### src/rtl/aes_pkg.sv
// Shared constants and FSM encoding for the AES round-core scheduler.
package aes_pkg;

  localparam int unsigned AES_BLK_W      = 128;
  localparam int unsigned ARM_CYCLES_DEF = 2;
  localparam int unsigned TIMEOUT_DEF    = 32;

  typedef enum logic [2:0] {
    ST_IDLE   = 3'd0,
    ST_LAUNCH = 3'd1,
    ST_ARM    = 3'd2,
    ST_WAIT   = 3'd3,
    ST_DONE   = 3'd4
  } sched_state_t;

endpackage

### src/rtl/aes_rr_arb2.sv
// Two-way round-robin arbiter; pointer moves away from the winner on advance.
module aes_rr_arb2
  import aes_pkg::*;
(
  input  logic       clk,
  input  logic       rst_n,
  input  logic [1:0] valid,
  input  logic       advance,
  output logic [1:0] grant
);

  logic ptr;

  // Pointer only matters when both channels compete.
  always_comb begin
    grant = 2'b00;
    if (valid == 2'b11) begin
      grant = ptr ? 2'b10 : 2'b01;
    end else begin
      grant = valid;
    end
  end

  // After a ch0 grant the pointer favours ch1, and vice versa.
  always_ff @(posedge clk or negedge rst_n) begin
    if (!rst_n) begin
      ptr <= 1'b0;
    end else if (advance && (grant != 2'b00)) begin
      ptr <= grant[0];
    end
  end

endmodule

### src/rtl/aes_round_scheduler.sv
// Shares one AES-128 round core between two requesters with a watchdog and global hold.
module aes_round_scheduler
  import aes_pkg::*;
#(
  parameter int unsigned TAG_W      = 4,
  parameter int unsigned ARM_CYCLES = ARM_CYCLES_DEF,
  parameter int unsigned TIMEOUT    = TIMEOUT_DEF
) (
  input  logic                 clk,
  input  logic                 rst_n,
  input  logic                 hold,
  input  logic [1:0]           req_valid,
  output logic [1:0]           req_ready,
  input  logic [AES_BLK_W-1:0] req_data0,
  input  logic [AES_BLK_W-1:0] req_data1,
  input  logic [TAG_W-1:0]     req_tag0,
  input  logic [TAG_W-1:0]     req_tag1,
  output logic                 core_start,
  output logic                 core_pause,
  output logic [AES_BLK_W-1:0] core_plaintext,
  input  logic                 core_ready,
  input  logic [AES_BLK_W-1:0] core_data_out,
  output logic                 res_valid,
  input  logic                 res_ready,
  output logic [AES_BLK_W-1:0] res_data,
  output logic                 res_chan,
  output logic [TAG_W-1:0]     res_tag,
  output logic                 res_err
);

  localparam int unsigned WDOG_W = $clog2(TIMEOUT) + 1;
  localparam int unsigned ARM_W  = $clog2(ARM_CYCLES + 1);

  sched_state_t         state, state_nxt;
  logic [ARM_W-1:0]     arm_cnt, arm_cnt_nxt;
  logic [WDOG_W-1:0]    wdog, wdog_nxt;
  logic [AES_BLK_W-1:0] pt_nxt;
  logic [TAG_W-1:0]     job_tag, job_tag_nxt;
  logic                 job_chan, job_chan_nxt;
  logic                 res_valid_nxt;
  logic [AES_BLK_W-1:0] res_data_nxt;
  logic                 res_chan_nxt;
  logic [TAG_W-1:0]     res_tag_nxt;
  logic                 res_err_nxt;
  logic [1:0]           grant;
  logic                 advance;

  assign core_pause = hold;

  aes_rr_arb2 u_arb (
    .clk     (clk),
    .rst_n   (rst_n),
    .valid   (req_valid),
    .advance (advance),
    .grant   (grant)
  );

  // Next-state, job/result updates and the combinational handshake strobes.
  always_comb begin
    state_nxt     = state;
    arm_cnt_nxt   = arm_cnt;
    wdog_nxt      = wdog;
    pt_nxt        = core_plaintext;
    job_tag_nxt   = job_tag;
    job_chan_nxt  = job_chan;
    res_valid_nxt = res_valid;
    res_data_nxt  = res_data;
    res_chan_nxt  = res_chan;
    res_tag_nxt   = res_tag;
    res_err_nxt   = res_err;
    req_ready     = 2'b00;
    core_start    = 1'b0;
    advance       = 1'b0;

    if (!hold) begin
      case (state)
        ST_IDLE: begin
          req_ready = grant;
          if ((req_valid & grant) != 2'b00) begin
            advance      = 1'b1;
            pt_nxt       = grant[1] ? req_data1 : req_data0;
            job_tag_nxt  = grant[1] ? req_tag1 : req_tag0;
            job_chan_nxt = grant[1];
            state_nxt    = ST_LAUNCH;
          end
        end
        ST_LAUNCH: begin
          core_start  = 1'b1;
          arm_cnt_nxt = '0;
          state_nxt   = ST_ARM;
        end
        ST_ARM: begin
          // core_ready may still be high from the previous job here.
          if (arm_cnt == ARM_W'(ARM_CYCLES - 1)) begin
            wdog_nxt  = '0;
            state_nxt = ST_WAIT;
          end else begin
            arm_cnt_nxt = arm_cnt + ARM_W'(1);
          end
        end
        ST_WAIT: begin
          if (core_ready) begin
            res_data_nxt  = core_data_out;
            res_err_nxt   = 1'b0;
            res_chan_nxt  = job_chan;
            res_tag_nxt   = job_tag;
            res_valid_nxt = 1'b1;
            state_nxt     = ST_DONE;
          end else if (wdog == WDOG_W'(TIMEOUT - 1)) begin
            res_data_nxt  = '0;
            res_err_nxt   = 1'b1;
            res_chan_nxt  = job_chan;
            res_tag_nxt   = job_tag;
            res_valid_nxt = 1'b1;
            state_nxt     = ST_DONE;
          end else if (wdog != '1) begin
            wdog_nxt = wdog + WDOG_W'(1);
          end
        end
        ST_DONE: begin
          if (res_ready) begin
            res_valid_nxt = 1'b0;
            state_nxt     = ST_IDLE;
          end
        end
        default: begin
          state_nxt = ST_IDLE;
        end
      endcase
    end
  end

  // State, counters, job and result registers.
  always_ff @(posedge clk or negedge rst_n) begin
    if (!rst_n) begin
      state          <= ST_IDLE;
      arm_cnt        <= '0;
      wdog           <= '0;
      core_plaintext <= '0;
      job_tag        <= '0;
      job_chan       <= 1'b0;
      res_valid      <= 1'b0;
      res_data       <= '0;
      res_chan       <= 1'b0;
      res_tag        <= '0;
      res_err        <= 1'b0;
    end else begin
      state          <= state_nxt;
      arm_cnt        <= arm_cnt_nxt;
      wdog           <= wdog_nxt;
      core_plaintext <= pt_nxt;
      job_tag        <= job_tag_nxt;
      job_chan       <= job_chan_nxt;
      res_valid      <= res_valid_nxt;
      res_data       <= res_data_nxt;
      res_chan       <= res_chan_nxt;
      res_tag        <= res_tag_nxt;
      res_err        <= res_err_nxt;
    end
  end

endmodule

### config.mk
export PLATFORM = sky130hd
export DESIGN_NAME = aes_round_scheduler
export DESIGN_NICKNAME = d
export VERILOG_FILES = /design/src/rtl/aes_pkg.sv /design/src/rtl/aes_rr_arb2.sv /design/src/rtl/aes_round_scheduler.sv
export SDC_FILE = /design/constraint.sdc
export NUM_CORES = 1
export LEC_CHECK = 0
export CORE_AREA = 2 2 256 258
export DETAILED_ROUTE_END_ITERATION = 7
export DIE_AREA = 0 0 258 260
export PLACE_DENSITY = 0.49
export SKIP_LAST_GASP = 1
export SYNTH_ARGS = -nofsm -noshare
export SYNTH_HDL_FRONTEND = slang
export SYNTH_SLANG_ARGS = --single-unit
export TNS_END_PERCENT = 20
### constraint.sdc
create_clock -name clk -period 4.2 [get_ports clk]
set_input_delay 0.63 -clock clk [delete_from_list [all_inputs] [get_ports clk]]
set_output_delay 0.63 -clock clk [all_outputs]
set_load 0.01 [all_outputs]
==> impl_results.md <==
- Final worst slack: 0.745 ns
- Psw: 4320 µW
- Tot GR Track Use: 0.127
- Cell with the most instances after synthesis: dfrtp_1
- Via count: 9878
- Cts bufs inserted: 35
- Fin util: 0.317
- Reg2reg end: core_plaintext[20]
- Post-DP Area: 0.0191 mm²
- Top cells by area, synth: dfrtp_1 60%, mux2i_1 11%, a22o_1 9.6%
- Final ANT Viol Nets: 0
- R2R Setup Slk: 1.94 ns
- F_max: 289 MHz
- Critical path peak fanout: 10
- Sequential cell area: 0.00701 mm²
- RePlAce Congestion: 0.829
- Yosys reg bits: 280
- Starting Density: 0.182
- Setup Skew: 0.0148 ns
- DR DRC count: 0
- IO Pins: 666
- Max-slew violations: 0
- Post-synth EDFFs: 0
- # nets final: 2002
- Chip height: 260 µm
- Period minus WS final: 3.46 ns
- Hold/Removal Path Class: in -> async
- Worst EP required: 3.57 ns
- First-pass GRT wire length: 65300 µm
- Clock buffer depth: 3
- Crit share post-route: 0.823
- Synth area leader: dfrtp_1
- RR Startpoint: state[0]
- CTS root buf: clkbuf_16
- Clock Latency Late Sink: 0.54 ns
- Fraction of layout cells with a size suffix above 1: 0.0491
- CTS sink count: 280
- Total length of routed wires: 43800 µm
- Setup crit start: hold
- Ys async rst share: 1.00
- RSZ-0062 raised after global routing: no
- I/O Buffers: 665
- Vias in the first global route: 10.5k
- Post-CTS resize count: 0
- Synth top area share: 0.601
- GRT overflow: 0
- Mapped Area: 0.0117 mm²
- Wirelength per Cell: 17.6 µm
- Slew of the pin with the lowest slew margin: 1.03 ns
- Final setup fails: 0
- Commonest cells in the netlist: 280 x dfrtp_1, 139 x nand2_1, 133 x mux2i_1, 128 x a22o_1, 124 x o21ai_0
- Overall Power: 13500 µW
- Arr. time, crit path: 2.83 ns
- Clk pwr share: 0.230
- Final hold violations: 0
- Avg Vias per Cell: 3.98
- H-tree depth: 2
- Postcts setup bufs: 0
- Max-cap violations: 0
- Status: complete, no violations
- Comb power frac: 0.419
- Die span in x: 258 µm
- CTS tree: done
- Filler cells: 6463
- Main synth FF type: dfrtp_1
- Die area: 0.0671 mm²
- Synthesis Warnings: 0
- Multi-input gate area: 0.00414 mm²
- P per Cell Area: 662 mW/mm²
- Sequential power share: 0.351
- Post-Synthesis Cells: 958
- Initial antenna violation count: 1
- Switch share: 0.321
- DP HPWL: 32700 µm
- Hold buffer count at cts: 0
- Num rows: 93
- Worst slew margin: 0.309
- Largest net degree at the start of global routing: 142
- Internal power: 9140 µW
- Distinct cells, synth: 40
- Reg clk slew, reported paths: 0.06 ns
- Mapped Nets: 1359
- Pre-CTS worst setup slack: 0.723 ns
- Max rail drop VDD: 0.318 mV
- Reg2Reg Depth: 5
- Post-synthesis sequential area ratio: 0.601
- Setup crit start kind: input pin
- Crit end category: output pin
- Setup Total Neg Slack: 0 ns
- Crit Path Category: in -> out
- Final instance area: 0.0203 mm²
- Starting DRT DRC Count: 427
- Syn avg cell area: 12.2 µm²
- Total core area: 0.0641 mm²
- Cell leakage power: 0.00913 µW
- Drt pass-1 iters: 6
- Area delta synth->final: 74.3%
-- how the worst max path moves through the flow --
stage	slack (ns)	cells past startpoint	endpoint
detailed placement	0.72	4	req_ready[0]
global placement	0.71	4	req_ready[0]
floorplan	2.16	4	core_start
finish	0.74	4	req_ready[0]
global route	0.63	4	req_ready[0]
CTS	0.71	4	req_ready[0]
-- layer usage --
layer / up-vias / global-route usage / part of all wire
met5: - / 0 / 0.00025
met4: 2 / 0.0414 / 0.027
met3: 59 / 0.0425 / 0.085
met2: 444 / 0.222 / 0.50
met1: 4631 / 0.144 / 0.39
li1: 4742 / - / -
-- worst max-delay path, stage by stage --
cell and delay [ns]:
clkdlybuf4s50_1 0.71, nor4_4 0.63, and3_1 0.27, clkdlybuf4s50_1 0.57
-- layout make-up --
class | instances | area share
Clock inverter | 11 | 0.00868
Multi-Input combinational cell | 594 | 0.203
Sequential cell | 280 | 0.345
Antenna cell | 1 | 0.000123
Timing Repair Buffer | 684 | 0.340
Inverter | 6 | 0.00111
Clock buffer | 53 | 0.0494
Tap cell | 855 | 0.0526
-- cells by family after synthesis --
group                      Yosys count  synth area share
DFF                                280             0.601
AOI/OAI and AO/OA                  292             0.172
and+or+nand+nor                    162            0.0585
buffers and inverters               84            0.0471
adders and majority gates            2           0.00215
muxes                              138             0.119
-- stage by stage --
| stage | cells | hold WS [ns] |
|---|---|---|
| final | 2484 | 0.104 |
| after detailed placement | 2419 | 0.470 |
| after global routing | 2483 | 0.138 |
| after global placement | 2419 | 0.454 |
| after floorplan | 958 | 0.334 |
| after CTS | 2483 | 0.116 |
-- cell usage in the layout, fill, tap and decap left out, types with 2 or more instances in the layout --
cell             Yosys  routed
inv_1                6       6
clkdlybuf4s50_1      0     664
bufinv_16            0       4
clkbuf_8             0       4
o31ai_1              4       4
nand2_1            139     139
ha_1                 2       2
o21ai_0            124     124
buf_4               10      11
mux2i_1            133     133
a21o_1               2       2
o21ai_1             21      20
nor2_1               4       4
clkbuf_16            0      36
and3_1               2       2
buf_12               0       8
a31oi_1              3       3
o41ai_1              3       3
a22o_1             128     128
clkinv_2             0       3
nand3_1              2       2
clkbuf_1            21      13
o21ai_4              0       2
nor3_1               4       4
dfrtp_1            280     280
nor4_4               1       2
mux2_1               5       5
-- sequential cells by signal (all words and copies together), names as in the netlist --
name and flops:
wdog 6, res_chan 1, state 3, res_data 128, arm_cnt 2, core_plaintext 128, res_tag 4, u_arb.ptr 1
res_err 1, job_tag 4, job_chan 1, res_valid 1
-- power by group through the flow --
| stage | registers, µW | logic [µW] | clock network (µW) |
|---|---|---|---|
| after floorplan | 5210 | 1710 | 0 |
| after global placement | 4720 | 5740 | 0 |
| after detailed placement | 4760 | 5730 | 0 |
| after CTS | 4740 | 5760 | 3240 |
| after global routing | 4900 | 6100 | 3340 |
| final | 4720 | 5630 | 3100 |
(Power assumes the default switching activity.)
